`src/rtl/pwm_multi_generator_if.sv`:
```
// Bus bundle for the multi-channel PWM generator: shadow-write port, global
// controls, and the counter/update/PWM outputs.
interface pwm_multi_generator_if #(
    parameter int N_CH       = 16,
    parameter int CNT_WIDTH  = 9,
    parameter int DATA_WIDTH = 8
);
    localparam int AW = (N_CH > 1) ? $clog2(N_CH) : 1;

    logic                  sync;
    logic                  we;
    logic [AW-1:0]         addr;
    logic [DATA_WIDTH-1:0] wduty;
    logic [DATA_WIDTH-1:0] wphase;
    logic [CNT_WIDTH-1:0]  duty_offset;
    logic                  out_en;
    logic [CNT_WIDTH-1:0]  cyc_time;
    logic                  update;
    logic [N_CH-1:0]       pwm_out;

    modport master (
        output sync, we, addr, wduty, wphase, duty_offset, out_en,
        input  cyc_time, update, pwm_out
    );

    modport slave (
        input  sync, we, addr, wduty, wphase, duty_offset, out_en,
        output cyc_time, update, pwm_out
    );
endinterface

```
`src/rtl/pwm_multi_generator.sv`:
```
// Multi-channel double-buffered PWM generator: shared period counter, shadow
// duty/phase registers committed atomically at each wrap, registered outputs.
module pwm_multi_generator #(
    parameter int N_CH       = 16,
    parameter int CNT_WIDTH  = 9,
    parameter int CYCLE      = 512,
    parameter int DATA_WIDTH = 8
) (
    input  logic                  clk,
    input  logic                  rst_n,
    pwm_multi_generator_if.slave  bus
);
    localparam int AW = (N_CH > 1) ? $clog2(N_CH) : 1;
    localparam int SH = CNT_WIDTH - DATA_WIDTH;
    localparam logic [CNT_WIDTH-1:0] TIME_LAST = CNT_WIDTH'(CYCLE - 1);
    localparam logic [CNT_WIDTH:0]   CYCLE_W   = (CNT_WIDTH + 1)'(CYCLE);
    localparam logic [AW:0]          N_CH_W    = (AW + 1)'(N_CH);

    logic [CNT_WIDTH-1:0]  time_q, time_d;
    logic [N_CH-1:0]       pwm_q, pwm_d;
    logic [DATA_WIDTH-1:0] sh_duty_q  [N_CH];
    logic [DATA_WIDTH-1:0] sh_duty_d  [N_CH];
    logic [DATA_WIDTH-1:0] sh_phase_q [N_CH];
    logic [DATA_WIDTH-1:0] sh_phase_d [N_CH];
    logic [DATA_WIDTH-1:0] act_duty_q [N_CH];
    logic [DATA_WIDTH-1:0] act_duty_d [N_CH];
    logic [DATA_WIDTH-1:0] act_phase_q[N_CH];
    logic [DATA_WIDTH-1:0] act_phase_d[N_CH];

    logic                  wrap_s;
    logic [CNT_WIDTH:0]    t_s;
    logic [CNT_WIDTH:0]    r_s    [N_CH];
    logic [CNT_WIDTH:0]    wraw_s [N_CH];
    logic [CNT_WIDTH:0]    w_s    [N_CH];
    logic [CNT_WIDTH:0]    d_s    [N_CH];

    // Period counter; SYNC restarts the period and counts as a wrap.
    always_comb begin
        wrap_s = bus.sync | (time_q == TIME_LAST);
        if (wrap_s) begin
            time_d = '0;
        end else begin
            time_d = time_q + CNT_WIDTH'(1);
        end
    end

    // Shadow writes and commit; commit takes the pre-edge shadow, so a write on
    // the commit edge waits for the following wrap.
    always_comb begin
        for (int i = 0; i < N_CH; i++) begin
            sh_duty_d[i]  = sh_duty_q[i];
            sh_phase_d[i] = sh_phase_q[i];
            if (wrap_s) begin
                act_duty_d[i]  = sh_duty_q[i];
                act_phase_d[i] = sh_phase_q[i];
            end else begin
                act_duty_d[i]  = act_duty_q[i];
                act_phase_d[i] = act_phase_q[i];
            end
        end
        if (bus.we && ({1'b0, bus.addr} < N_CH_W)) begin
            sh_duty_d[bus.addr]  = bus.wduty;
            sh_phase_d[bus.addr] = bus.wphase;
        end else begin
            sh_duty_d[0]  = sh_duty_q[0];
            sh_phase_d[0] = sh_phase_q[0];
        end
    end

    // Per-channel compare: distance from the phase start against saturated width.
    always_comb begin
        t_s = {1'b0, time_q};
        for (int i = 0; i < N_CH; i++) begin
            r_s[i]    = (CNT_WIDTH + 1)'(act_phase_q[i]) << SH;
            wraw_s[i] = ((CNT_WIDTH + 1)'(act_duty_q[i]) << SH)
                        + {1'b0, bus.duty_offset};
            if (wraw_s[i] > CYCLE_W) begin
                w_s[i] = CYCLE_W;
            end else begin
                w_s[i] = wraw_s[i];
            end
            if (t_s < r_s[i]) begin
                d_s[i] = t_s + CYCLE_W - r_s[i];
            end else begin
                d_s[i] = t_s - r_s[i];
            end
            pwm_d[i] = bus.out_en & (d_s[i] < w_s[i]);
        end
    end

    // State registers.
    always_ff @(posedge clk or negedge rst_n) begin
        if (!rst_n) begin
            time_q <= '0;
            pwm_q  <= '0;
            for (int i = 0; i < N_CH; i++) begin
                sh_duty_q[i]   <= '0;
                sh_phase_q[i]  <= '0;
                act_duty_q[i]  <= '0;
                act_phase_q[i] <= '0;
            end
        end else begin
            time_q <= time_d;
            pwm_q  <= pwm_d;
            for (int i = 0; i < N_CH; i++) begin
                sh_duty_q[i]   <= sh_duty_d[i];
                sh_phase_q[i]  <= sh_phase_d[i];
                act_duty_q[i]  <= act_duty_d[i];
                act_phase_q[i] <= act_phase_d[i];
            end
        end
    end

    assign bus.cyc_time = time_q;
    assign bus.update   = (time_q == TIME_LAST);
    assign bus.pwm_out  = pwm_q;
endmodule

```
`src/flat_wrapper.sv`:
```
// flat-port wrapper written by rule: the top's interface ports become plain ports
module pwm_multi_generator_flat 
#(
    parameter int N_CH       = 16,
    parameter int CNT_WIDTH  = 9,
    parameter int CYCLE      = 512,
    parameter int DATA_WIDTH = 8
)
  (clk, rst_n, bus_sync, bus_we, bus_addr, bus_wduty, bus_wphase, bus_duty_offset, bus_out_en, bus_cyc_time, bus_update, bus_pwm_out);
  pwm_multi_generator_if #(.N_CH(N_CH), .CNT_WIDTH(CNT_WIDTH), .DATA_WIDTH(DATA_WIDTH)) bus_i ();
  input  logic clk;
  input  logic rst_n;
  input wire logic [$bits(bus_i.sync)-1:0] bus_sync;
  input wire logic [$bits(bus_i.we)-1:0] bus_we;
  input wire logic [$bits(bus_i.addr)-1:0] bus_addr;
  input wire logic [$bits(bus_i.wduty)-1:0] bus_wduty;
  input wire logic [$bits(bus_i.wphase)-1:0] bus_wphase;
  input wire logic [$bits(bus_i.duty_offset)-1:0] bus_duty_offset;
  input wire logic [$bits(bus_i.out_en)-1:0] bus_out_en;
  output wire logic [$bits(bus_i.cyc_time)-1:0] bus_cyc_time;
  output wire logic [$bits(bus_i.update)-1:0] bus_update;
  output wire logic [$bits(bus_i.pwm_out)-1:0] bus_pwm_out;
  assign bus_i.sync = bus_sync;
  assign bus_i.we = bus_we;
  assign bus_i.addr = bus_addr;
  assign bus_i.wduty = bus_wduty;
  assign bus_i.wphase = bus_wphase;
  assign bus_i.duty_offset = bus_duty_offset;
  assign bus_i.out_en = bus_out_en;
  assign bus_cyc_time = bus_i.cyc_time;
  assign bus_update = bus_i.update;
  assign bus_pwm_out = bus_i.pwm_out;
  pwm_multi_generator #(.N_CH(N_CH), .CNT_WIDTH(CNT_WIDTH), .CYCLE(CYCLE), .DATA_WIDTH(DATA_WIDTH)) u_core (.clk(clk), .rst_n(rst_n), .bus(bus_i));
endmodule
```
`config.mk`:
```
export PLATFORM = sky130hd
export DESIGN_NAME = pwm_multi_generator_flat
export DESIGN_NICKNAME = d
export VERILOG_FILES = /design/src/rtl/pwm_multi_generator_if.sv /design/src/rtl/pwm_multi_generator.sv /design/src/flat_wrapper.sv
export SDC_FILE = /design/constraint.sdc
export NUM_CORES = 2
export LEC_CHECK = 0
export ABC_AREA = 1
export CAP_MARGIN = 40
export CORE_MARGIN = 2
export CORE_UTILIZATION = 55
export CTS_CLUSTER_DIAMETER = 200
export CTS_CLUSTER_SIZE = 28
export DETAILED_ROUTE_END_ITERATION = 6
export GPL_ROUTABILITY_DRIVEN = 0
export PLACE_DENSITY_LB_ADDON = 0.08
export SETUP_SLACK_MARGIN = 0.5
export SLEW_MARGIN = 20
export SYNTH_ARGS = -nofsm -noshare
export SYNTH_HDL_FRONTEND = slang
export SYNTH_SLANG_ARGS = --single-unit
```
`constraint.sdc`:
```
create_clock -name clk -period 10.3 [get_ports clk]
set_clock_uncertainty 0.1 [all_clocks]
set_input_delay 1.03 -clock clk [delete_from_list [all_inputs] [get_ports clk]]
set_output_delay 1.03 -clock clk [all_outputs]
set_load 0.005 [all_outputs]
```
# Yosys cells after proc, flatten, opt, wreduce, memory -nomap -nowiden
# Cells that the tools add are included.
dict set report word_totals {
  out_inout_bits 26
  wordCells 223
  register_bits 537
  in_bits 34
}
dict set report classes {
  reduce_logical 1
  eq_ne 1
  bitwise_logic 18
  n_lt_le_gt_ge 50
  muxes 37
  addsub 50
}
# cell count
set ops {}
lappend ops {{$mux 10} 32}
lappend ops {{$bwmux 128} 2}
lappend ops {{$add 9x9->10} 16}
lappend ops {{$gt 10x10->1 const B} 16}
lappend ops {{$lt 10x10->1} 16}
lappend ops {{$sub 10x9->10} 16}
lappend ops {{$sub 9x9->10} 16}
lappend ops {{$lt 9x9->1} 16}
lappend ops {{$demux 8 s4} 1}
lappend ops {{$and 1x1->1} 16}
lappend ops {{$add 9x10->10 const B} 1}
lappend ops {{$add 9x1->9 const B} 1}
lappend ops {{$eq 9x9->1 const B} 1}
lappend ops {{$mux 9} 1}
lappend ops {{$mux 8} 1}
lappend ops {{$ge 5x5->1 const B} 1}
lappend ops {{$lt 5x1->1 const B} 1}
lappend ops {{$not 4->5} 1}
lappend ops {{$logic_and 1x1->1} 1}
lappend ops {{$or 1x1->1} 1}

# Longest topological paths before layout
dict set report depth {
  word_depth 6
  mapped_depth 20
  depth_no_buf 20
}

# Least setup slack after synthesis
# Ideal clock, no wire load.
dict set report synth_timing {
  path_kind {input to register}
  from {in bus_duty_offset[2]}
  to {reg u_core.pwm_q[3], in the netlist u_core.bus.pwm_out[3]}
  setup_time_ps 77
  slack_ps 6302
  arrival_ps 3821
  t_required_ps 10123
  cell_stages 17
  cell_sequence {inv_1 -> fa_1 -> inv_1 -> nand3_1 -> nand2_2 -> xor2_2 -> nand3_1 -> nor3_1 -> nand2_1 -> o21bai_4 -> nand2_1 -> ha_1 -> a21oi_1 -> o21ai_0 -> a221oi_1 -> o21ai_0 -> a21oi_1}
}
dict set report synth_via {
  elab_chain_len 5
}
# item line
set synth_rtl {}
lappend synth_rtl {{start: declaration} flat_wrapper.sv:18} ;# input wire logic [$bits(bus_i.duty_offset)-1:0] bus_duty_offset;
lappend synth_rtl {{$add 9x9->10 *} pwm_multi_generator.sv:76} ;# + {1'b0, bus.duty_offset};
lappend synth_rtl {{$gt 10x10->1} pwm_multi_generator.sv:77} ;# if (wraw_s[i] > CYCLE_W) begin
lappend synth_rtl {{$mux 10 *} pwm_multi_generator.sv:77}
lappend synth_rtl {{$lt 10x10->1 *} pwm_multi_generator.sv:87} ;# pwm_d[i] = bus.out_en & (d_s[i] < w_s[i]);
lappend synth_rtl {{$and 1x1->1 *} pwm_multi_generator.sv:87}
lappend synth_rtl {{net u_core.pwm_d[3]} pwm_multi_generator.sv:20} ;# logic [N_CH-1:0] pwm_q, pwm_d;
lappend synth_rtl {{end signal: assignment} pwm_multi_generator.sv:104} ;# pwm_q <= pwm_d;
lappend synth_rtl {{end: declaration} pwm_multi_generator.sv:20}
# Mark *: on every way through the listed nets, which the timed path passes. The rest lies on a longest branch.
# A chain may end at the register's enable or synchronous reset.

# Final worst setup path
dict set report layout_timing {
  from {in bus_duty_offset[1]}
  to {reg u_core.pwm_q[15], in the netlist u_core.bus.pwm_out[15]}
}
# The elaborated chain is that of the path after synthesis.

==> impl_metrics.ini <==
[status]
outcome = completed

[yosys]
synth_nets = 4662
synth_compound_area_frac = 0.1287
synth.top_cell.area_share = 0.3959
synthTopCellsByCount = 1,195 x nand2_1, 622 x inv_1, 537 x dfrtp_1
synth_area_leaders = dfrtp_1 40%, ha_1 15%, nand2_1 13%
synth_xor_area_frac = 0.04416
syn_area_mm2 = 0.03394
yosysMostFrequentCell = nand2_1
synth_top_cell_by_area = dfrtp_1
synth_edf_count = 0
synthSimpleGateAreaFrac = 0.1825
ys_ff_latch = 537
ys_types = 38
synthCells = 4194
synth_top_flop_cell = dfrtp_1
ys_async_sr_fraction = 1.000
ys_seq_area_frac = 0.3959
synthAdderAreaFrac = 0.1671
ys.warnings.count = 0
postSynthAreaPerCell_um2 = 8.093
muxShareOfSynthArea = 0
synth_top_family_by_area = simple AND/OR/NAND/NOR gates

[global_route]
grt_usage = 0.2834
grt_pass1_vias = 25690
antenna_found_initial = 6
grt_pass1_wl_um = 140200
grt_max_degree = 163
gr-total-overflow = 0

[clocking]
ctsResizeCount = 0
clock_latency_ns = 0.60
post_cts_buffers = 0
clk_path_buf_depth = 3
cts-htree-levels = 1
postCtsHoldBufs = 0
cts_tree = done
clockRootBuffer = clkbuf_16
cts_sinks = 537
cts.clk_slew.worst_paths_ns = 0.12
numCtsBuffers = 23

[final_layout]
multi_input_area_mm2 = 0.01776
syn2layout_area_growth_pct = 7.907
nets = 4710
drive_above_1_share = 0.03818
num-fill-cells = 5609
stdcell_area_mm2 = 0.03663
seq_area_mm2 = 0.01344

[setup_path]
critPathLaunchType = input pin
cp_num_cells = 20
rr_worst_depth = 17
slowest_stage = clkdlybuf4s50_1
path_class = in2reg
max_stage_delay_ns = 0.47
critPathRequiredTime_ns = 10.73
path_buf_inv = 4
cp_top_family = buffers and inverters
cp-end-kind = register
cp.arrival_ns = 4.82
crit_path_max_fanout = 16
cp_cell_sequence = clkdlybuf4s50_1 > buf_4 > ha_1 > inv_1 > fa_1 > inv_1 > nand3_2 > nand2_2 > xor2_2 > nand3_1 > nor3_1 > nand2_1 > o21bai_4 > nand2_1 > ha_1 > a21oi_1 > o21ai_0 > a221oi_1 > o21ai_0 > a21oi_1

[sta]
fmax_ghz = 0.2276
fin_crit_ns = 4.393
hold_viol = 0
relSlewSlack = 0.3627
setup_ws_ns = 5.907
setup_viol = 0
finalSetupTns_ns = 0
worst_pin_slew_ns = 0.9559
holdWs_ns = 0.3265
period_share = 0.4265
rsz0062_at_grt = false
final_max_slew_viol_count = 0

[hold_path]
min_path_type = in2async

[floorplanning]
die-height_um = 252.4
die_w_um = 252.4
dieArea_mm2 = 0.06372
core_mm2 = 0.06137
ios = 60
start_util = 0.5531
rows = 91

[flow_run]
max_cap_violations = 0

[detailed_routing]
vias = 26865
via_per_inst = 5.337
wl_per_cell_um = 17.52
firstDrtPassIters = 7
drtIter0Drc = 2109
finalWirelength_um = 88200
ant_nets = 0
drc = 0

[power_and_ir_drop]
cellLeakagePower_nw = 19.22
ir_worst_vdd_v = 0.0001173
p_per_area_mw_per_mm2 = 185.7
power_mw = 6.801

[placement]
place_ws_ns = 5.325
hpwl_um = 59370
place_area_mm2 = 0.03590
port_buffers = 59
state kept, by name, summed over array words and instances, names as in the netlist:
name,flops
u_core.bus.cyc_time,9
u_core.act_duty_q,128
u_core.bus.pwm_out,16
u_core.act_phase_q,128
u_core.sh_phase_q,128
u_core.sh_duty_q,128
worst paths after layout:
path | startpoint | to | slack, ns
max reg2reg | u_core.bus.cyc_time[1]$_DFF_PN0_ | u_core.bus.pwm_out[0]$_DFF_PN0_ | 6.58
min reg2reg | u_core.sh_duty_q[92]$_DFFE_PN0P_ | u_core.act_duty_q[92]$_DFFE_PN0N_ | 0.38
max | bus_duty_offset[1] | u_core.bus.pwm_out[15]$_DFF_PN0_ | 5.91
min | rst_n | u_core.act_phase_q[60]$_DFFE_PN0N_ | 0.33
max in group asynchronous | rst_n | u_core.act_phase_q[127]$_DFFE_PN0N_ | 8.11
min in group clk | u_core.sh_duty_q[92]$_DFFE_PN0P_ | u_core.act_duty_q[92]$_DFFE_PN0N_ | 0.38
layout make-up:
class                   count  area share
inverters                 623     0.06398
repair buffers            131     0.04038
well taps                 790     0.02699
flip-flops and latches    537      0.3669
clock inverters             2    0.001059
diodes                      1  0.00006832
multi-input cells        2926      0.4848
clock buffers              24     0.01582
cells in the final DEF, fill, tap and decap left out, types with 10 or more instances in the layout:
cell type,n
nor2_1,69
fa_1,32
a211oi_1,22
ha_1,402
clkdlybuf4s50_1,55
o221ai_1,10
nand4_1,31
xor2_1,109
buf_8,17
nand2_1,1195
o21bai_1,20
o21ai_0,481
a221oi_1,15
a21oi_2,14
nor3_1,37
nand2_2,10
nor4_1,11
buf_4,39
dfrtp_1,535
xnor2_1,51
inv_1,621
nand3_1,138
a21oi_1,210
clkbuf_16,23
worst register-to-register path, stage by stage (launching register included):
cell and delay, ns:
dfrtp_1 0.43, inv_1 0.08, buf_4 0.47, ha_1 0.25
inv_1 0.06, fa_1 0.42, nand3_1 0.10, nand2_1 0.06
nand2_1 0.08, nand2_1 0.05, a21oi_1 0.24, xor2_1 0.18
inv_1 0.06, ha_1 0.32, a21oi_1 0.15, a21oi_1 0.08
or3b_2 0.43, a21oi_1 0.11
per-stage QoR:
| step | util | cells |
|---|---|---|
| 5_1_grt | 0.5968 | 5033 |
| 3_3_place_gp | 0.5772 | 4975 |
| 2_1_floorplan | - | 4194 |
| 6_report | 0.5968 | 5034 |
| 3_5_place_dp | 0.5849 | 5003 |
| 4_1_cts | 0.5950 | 5029 |
per-layer routing:
metal | track usage | vias to the layer above | share of wire
met5 | 0 | - | 0
met4 | 0.07151 | 0 | 0.027
li1 | - | 13612 | -
met1 | 0.4029 | 12625 | 0.47
met2 | 0.4648 | 520 | 0.45
met3 | 0.02945 | 108 | 0.053
cells by family after synthesis:
group / Yosys count
DFF: 537
buffers and inverters: 731
and+or+nand+nor: 1527
adders and majority gates: 434
xor gates and xnor gates: 166
AOI/OAI and AO/OA: 799
power breakdown:
group	internal [mW]	leakage [nW]	switching (mW)	total [mW]
Sequential	2.54	6.73	0.202	2.74
Clock	0.413	0.301	0.688	1.10
Combinational	1.21	12.2	1.75	2.96
Note: power is estimated with default switching activity, not from simulation.
